--- src/rtl/irq_capture_pkg.sv ---
// Shared constants and types for the IRQ capture slave: CSR map, flag bit
// positions and the CSR read FSM states.
package irq_capture_pkg;

  localparam logic [3:0] ADDR_STATUS = 4'd0;
  localparam logic [3:0] ADDR_CLEAR  = 4'd1;
  localparam logic [3:0] ADDR_MASK   = 4'd2;
  localparam logic [3:0] ADDR_COUNT  = 4'd3;
  localparam logic [3:0] ADDR_ID     = 4'd4;

  localparam int BIT_PENDING  = 0;
  localparam int BIT_OVERFLOW = 1;
  localparam int BIT_ENABLE   = 0;

  typedef enum logic {
    IDLE  = 1'b0,
    RDATA = 1'b1
  } rd_state_e;

endpackage

--- src/rtl/irq_event_counter.sv ---
// Saturating event counter; an increment coinciding with a clear loads 1 so
// the event that raced the clear is not lost.
module irq_event_counter #(
  parameter int CNT_W = 16
) (
  input  logic             clk,
  input  logic             rst_n,
  input  logic             inc_i,
  input  logic             clr_i,
  output logic [CNT_W-1:0] count_o
);

  localparam logic [CNT_W-1:0] CNT_MAX = '1;

  logic [CNT_W-1:0] count_q, count_d;

  always_comb begin
    count_d = count_q;
    if (inc_i && clr_i) begin
      count_d = {{(CNT_W-1){1'b0}}, 1'b1};
    end else if (clr_i) begin
      count_d = '0;
    end else if (inc_i && (count_q != CNT_MAX)) begin
      count_d = count_q + 1'b1;
    end
  end

  always_ff @(posedge clk or negedge rst_n) begin
    if (!rst_n) count_q <= '0;
    else        count_q <= count_d;
  end

  assign count_o = count_q;

endmodule

--- src/rtl/irq_capture_slave.sv ---
// Avalon-MM interrupt capture: trigger writes latch pending/overflow flags and
// bump an event counter; the CPU reads/clears them through a 1-wait CSR port.
module irq_capture_slave
  import irq_capture_pkg::*;
#(
  parameter int          CNT_W    = 16,
  parameter logic [31:0] ID_VALUE = 32'h4952_5131
) (
  input  logic        clk,
  input  logic        rst_n,
  input  logic        trig_chipselect,
  input  logic        trig_write,
  input  logic [31:0] trig_writedata,
  output logic        trig_waitrequest,
  input  logic [3:0]  csr_address,
  input  logic        csr_read,
  input  logic        csr_write,
  input  logic [31:0] csr_writedata,
  output logic [31:0] csr_readdata,
  output logic        csr_waitrequest,
  output logic        irq
);

  rd_state_e        state_q, state_d;
  logic             pending_q, pending_d;
  logic             overflow_q, overflow_d;
  logic             enable_q, enable_d;
  logic             irq_q;
  logic [31:0]      readdata_q, readdata_d;
  logic [31:0]      rd_mux;
  logic [CNT_W-1:0] count;
  logic             trig_evt, wr_ok, clr_pend, clr_ovf, ovf_set, cnt_clr;
  logic             unused_ok;

  assign unused_ok = ^{trig_writedata[31:1], csr_writedata[31:2]};

  assign trig_evt = trig_chipselect & trig_write & trig_writedata[0];
  // A read in flight owns the port; a concurrent write strobe is dropped.
  assign wr_ok    = csr_write & ~csr_read;
  assign clr_pend = wr_ok & (csr_address == ADDR_CLEAR) & csr_writedata[BIT_PENDING];
  assign clr_ovf  = wr_ok & (csr_address == ADDR_CLEAR) & csr_writedata[BIT_OVERFLOW];
  assign cnt_clr  = wr_ok & (csr_address == ADDR_COUNT);
  assign ovf_set  = trig_evt & pending_q & ~clr_pend;

  always_comb begin
    pending_d  = trig_evt ? 1'b1 : (clr_pend ? 1'b0 : pending_q);
    overflow_d = ovf_set  ? 1'b1 : (clr_ovf  ? 1'b0 : overflow_q);
    enable_d   = enable_q;
    if (wr_ok && (csr_address == ADDR_MASK)) enable_d = csr_writedata[BIT_ENABLE];
  end

  irq_event_counter #(.CNT_W(CNT_W)) u_cnt (
    .clk     (clk),
    .rst_n   (rst_n),
    .inc_i   (trig_evt),
    .clr_i   (cnt_clr),
    .count_o (count)
  );

  always_comb begin
    rd_mux = 32'h0;
    case (csr_address)
      ADDR_STATUS: begin
        rd_mux[BIT_PENDING]  = pending_q;
        rd_mux[BIT_OVERFLOW] = overflow_q;
      end
      ADDR_MASK:  rd_mux[BIT_ENABLE] = enable_q;
      ADDR_COUNT: rd_mux[CNT_W-1:0]  = count;
      ADDR_ID:    rd_mux = ID_VALUE;
      default:    rd_mux = 32'h0;
    endcase
  end

  always_comb begin
    state_d         = state_q;
    readdata_d      = readdata_q;
    csr_waitrequest = 1'b0;
    case (state_q)
      IDLE: begin
        csr_waitrequest = csr_read;
        if (csr_read) begin
          readdata_d = rd_mux;
          state_d    = RDATA;
        end
      end
      RDATA:   state_d = IDLE;
      default: state_d = IDLE;
    endcase
  end

  always_ff @(posedge clk or negedge rst_n) begin
    if (!rst_n) begin
      state_q    <= IDLE;
      readdata_q <= 32'h0;
      pending_q  <= 1'b0;
      overflow_q <= 1'b0;
      enable_q   <= 1'b0;
      irq_q      <= 1'b0;
    end else begin
      state_q    <= state_d;
      readdata_q <= readdata_d;
      pending_q  <= pending_d;
      overflow_q <= overflow_d;
      enable_q   <= enable_d;
      irq_q      <= pending_q & enable_q;
    end
  end

  assign csr_readdata     = readdata_q;
  assign trig_waitrequest = 1'b0;
  assign irq              = irq_q;

endmodule

--- config.mk ---
export PLATFORM = sky130hd
export DESIGN_NAME = irq_capture_slave
export DESIGN_NICKNAME = d
export VERILOG_FILES = /design/src/rtl/irq_capture_pkg.sv /design/src/rtl/irq_event_counter.sv /design/src/rtl/irq_capture_slave.sv
export SDC_FILE = /design/constraint.sdc
export NUM_CORES = 1
export LEC_CHECK = 0
export BUFFER_PORTS_ARGS = -buffer_cell sky130_fd_sc_hd__buf_2
export CAP_MARGIN = 30
export CORE_UTILIZATION = 44
export DETAILED_ROUTE_END_ITERATION = 10
export PLACE_DENSITY = 0.77
export SYNTH_ARGS = -nofsm -noshare
export SYNTH_HDL_FRONTEND = slang
export SYNTH_SLANG_ARGS = --single-unit
--- constraint.sdc ---
create_clock -name clk -period 2.6 [get_ports clk]
set_input_delay 0.39 -clock clk [delete_from_list [all_inputs] [get_ports clk]]
set_output_delay 0.39 -clock clk [all_outputs]
set_load 0.05 [all_outputs]
==> flow_summary.json <==
{
  "grt-ovfl-total": 0,
  "p_leak_uw": 0.00105,
  "cp-start-kind": "register",
  "cts-root-buf": "clkbuf_8",
  "drc_errors": 0,
  "cts_resized": 0,
  "wire_per_inst_um": 13.0,
  "finalSetupTns_ps": 0,
  "netlist_area_um2": 1980,
  "worst_setup_path_end_kind": "register",
  "core_area_um2": 4320,
  "io_pins": 109,
  "synth.area.top_cells": "dfrtp_1 48%, nand2_1 7.2%, buf_4 6.1%, a21oi_1 4.8%, nand3_1 3.8%",
  "cts_buffers": 5,
  "gp_congestion": 0.871,
  "ys_ff_latch": 38,
  "hold_violations": 0,
  "clock_sinks": 38,
  "max_freq_ghz": 0.486,
  "wirelength_um": 3920,
  "clockPowerShare_pct": 26.6,
  "postRouteAntennaNets": 0,
  "power.internal_uw": 921,
  "slew_headroom_pct": 45.7,
  "critPathKind": "reg -> reg",
  "synthCells": 217,
  "power_density_nw_per_um2": 643,
  "crit_fanout": 6,
  "syn_avg_cell_area_um2": 9.12,
  "hold_slack_ps": 189,
  "r2r_start": "u_cnt.count_o[0]",
  "required_ps": 2820,
  "start_util_pct": 45.7,
  "hold_buffers": 0,
  "setup_viol": 0,
  "routed_via_density": 5.44,
  "dp_cells": 295,
  "firstDrtPassIters": 4,
  "finClkSkew_ps": 5.79,
  "clk_pin_slew_ps": 70,
  "die_area_um2": 4770,
  "num_rows": 24,
  "syn_to_final_growth_pct": 12.7,
  "dp_hpwl_um": 2750,
  "drive_gt1_share_pct": 23.6,
  "holdCritPathClass": "in -> async",
  "worstSetupStartpoint": "u_cnt.count_o[0]",
  "yosys.area.top_type_share_pct": 48.1,
  "switching_power_uw": 511,
  "pwr-share-comb_pct": 23.5,
  "layout.nets": 325,
  "htreeDepth": 2,
  "port_buffers": 36,
  "antenna_found_initial": 0,
  "fin_total_pwr_uw": 1430,
  "n_antenna_cell": 0,
  "period_needed_ps": 2060,
  "yosysSeqAreaShare_pct": 48.1,
  "crit_arrival_ps": 2270,
  "tightest_slew_ps": 815,
  "p_seq_share_pct": 49.9,
  "yosysTopAreaCell": "dfrtp_1",
  "grt_pass1_vias": 1526,
  "grt_pass1_wl_um": 7110,
  "die_h_um": 69.1,
  "dr_total_vias": 1643,
  "r2r_slack_ps": 540,
  "synth_warnings": 0,
  "ys_types": 45,
  "period_share_pct": 79.1,
  "rsz0062_at_grt": "no",
  "switching_share_pct": 35.7,
  "grt_usage_pct": 18.5,
  "maxCapViolations": 0,
  "dieWidth_um": 69.1,
  "clk_latency_ps": 290,
  "cts_setup_buffers": 0,
  "peakVddDrop_v": 0.000200,
  "drv_slew": 0,
  "final_cells": 302,
  "clockBufferDepth": 2,
  "cts_tree": "yes",
  "grt_max_degree": 39,
  "drt_iter0_markers": 105,
  "status": "complete, no violations"
}
[synthesized netlist by cell type, drive strengths merged]
cell type and number:
a21o 3, a21oi 19, a22o 1, a31oi 1, a32o 1, and2 2
and3 2, and4 3, and4b 1, buf 17, clkbuf 8, clkinv 1
conb 1, dfrtp 38, ha 1, inv 3, mux2 2, mux2i 1
nand2 38, nand2b 2, nand3 16, nand4 5, nand4b 1, nor2 11
nor2b 1, nor3 1, nor4 4, nor4bb 1, o211ai 2, o21a 1
o21ai 7, o311ai 1, o31a 1, o31ai 5, o41ai 2, or2 1
or3 6, or4 6
[final timing paths]
| check | to | cells after the start |
|---|---|---|
| max reg2reg | u_cnt.count_o[14] | 5 |
| min in group clk | enable_q | 2 |
| min | csr_readdata[13] | 1 |
| max in group asynchronous | u_cnt.count_o[8] | 1 |
| max | u_cnt.count_o[14] | 5 |
| min reg2reg | csr_readdata[10] | 2 |
[worst max-delay path, stage by stage (launching register included)]
cell	delay (ps)
dfrtp_1	430
ha_1	270
nand4_1	240
or2_2	390
or4_1	500
a21oi_1	150
[layout make-up]
cell class,instances,area [um^2]
Sequential cell,38,951
Tap cell,52,65.1
Clock buffer,5,68.8
Timing Repair Buffer,41,218
Clock inverter,2,10.0
Inverter,4,15.0
Fill cell,407,2100
Multi-Input combinational cell,160,901
[layer usage]
| layer | up-vias | global-route usage [%] | wire length (um) |
|---|---|---|---|
| met1 | 763 | 24.2 | 1850 |
| li1 | 822 | - | - |
| met4 | 0 | 9.07 | 73 |
| met5 | - | 0 | 0 |
| met2 | 50 | 29.3 | 1830 |
| met3 | 8 | 3.51 | 162 |
[logic make-up (layout without fill, tap and decap cells)]
| group | after synthesis | after routing | synth area share (%) |
|---|---|---|---|
| multiplexers | 3 | 3 | 1.64 |
| adder cells (fa/ha/maj) | 1 | 1 | 0.632 |
| flip-flops | 38 | 38 | 48.1 |
| other | 1 | 11 | 0.190 |
| AND/OR/NAND/NOR | 101 | 101 | 27.1 |
| AO/OA/AOI/OAI | 44 | 44 | 13.8 |
| buffers and inverters | 29 | 52 | 8.60 |
[flip-flops by register name (all words and copies together) (netlist names)]
signal	cells
csr_readdata	17
overflow_q	1
state_q	1
irq	1
enable_q	1
u_cnt.count_o	16
pending_q	1
[power groups by stage]
stage          Clock [uW]  Combinational [uW]  Sequential, uW
2_1_floorplan           0                 211             787
3_3_place_gp            0                 334             724
3_5_place_dp            0                 338             726
4_1_cts               389                 339             715
5_1_grt               420                 366             727
6_report              381                 337             715
[through the flow]
step | instance area, um^2 | util, % | worst slack (ps)
after floorplan | 2020 | - | 697
after global placement | 2150 | 49.7 | 541
after detailed placement | 2150 | 49.7 | 542
after CTS | 2230 | 51.5 | 525
after global routing | 2230 | 51.5 | 397
final | 2230 | 51.5 | 544
[placed cells by master, fill, tap and decap left out, drive strengths merged, types with 4 or more instances in the layout]
cell type	instances
or4	6
dfrtp	38
nand4	5
o31ai	5
nand3	16
conb	11
nor2	11
o21ai	7
clkbuf	5
nor4	4
buf	41
nand2	38
or3	6
a21oi	19
No activity file was read; power rests on OpenSTA's default activity.
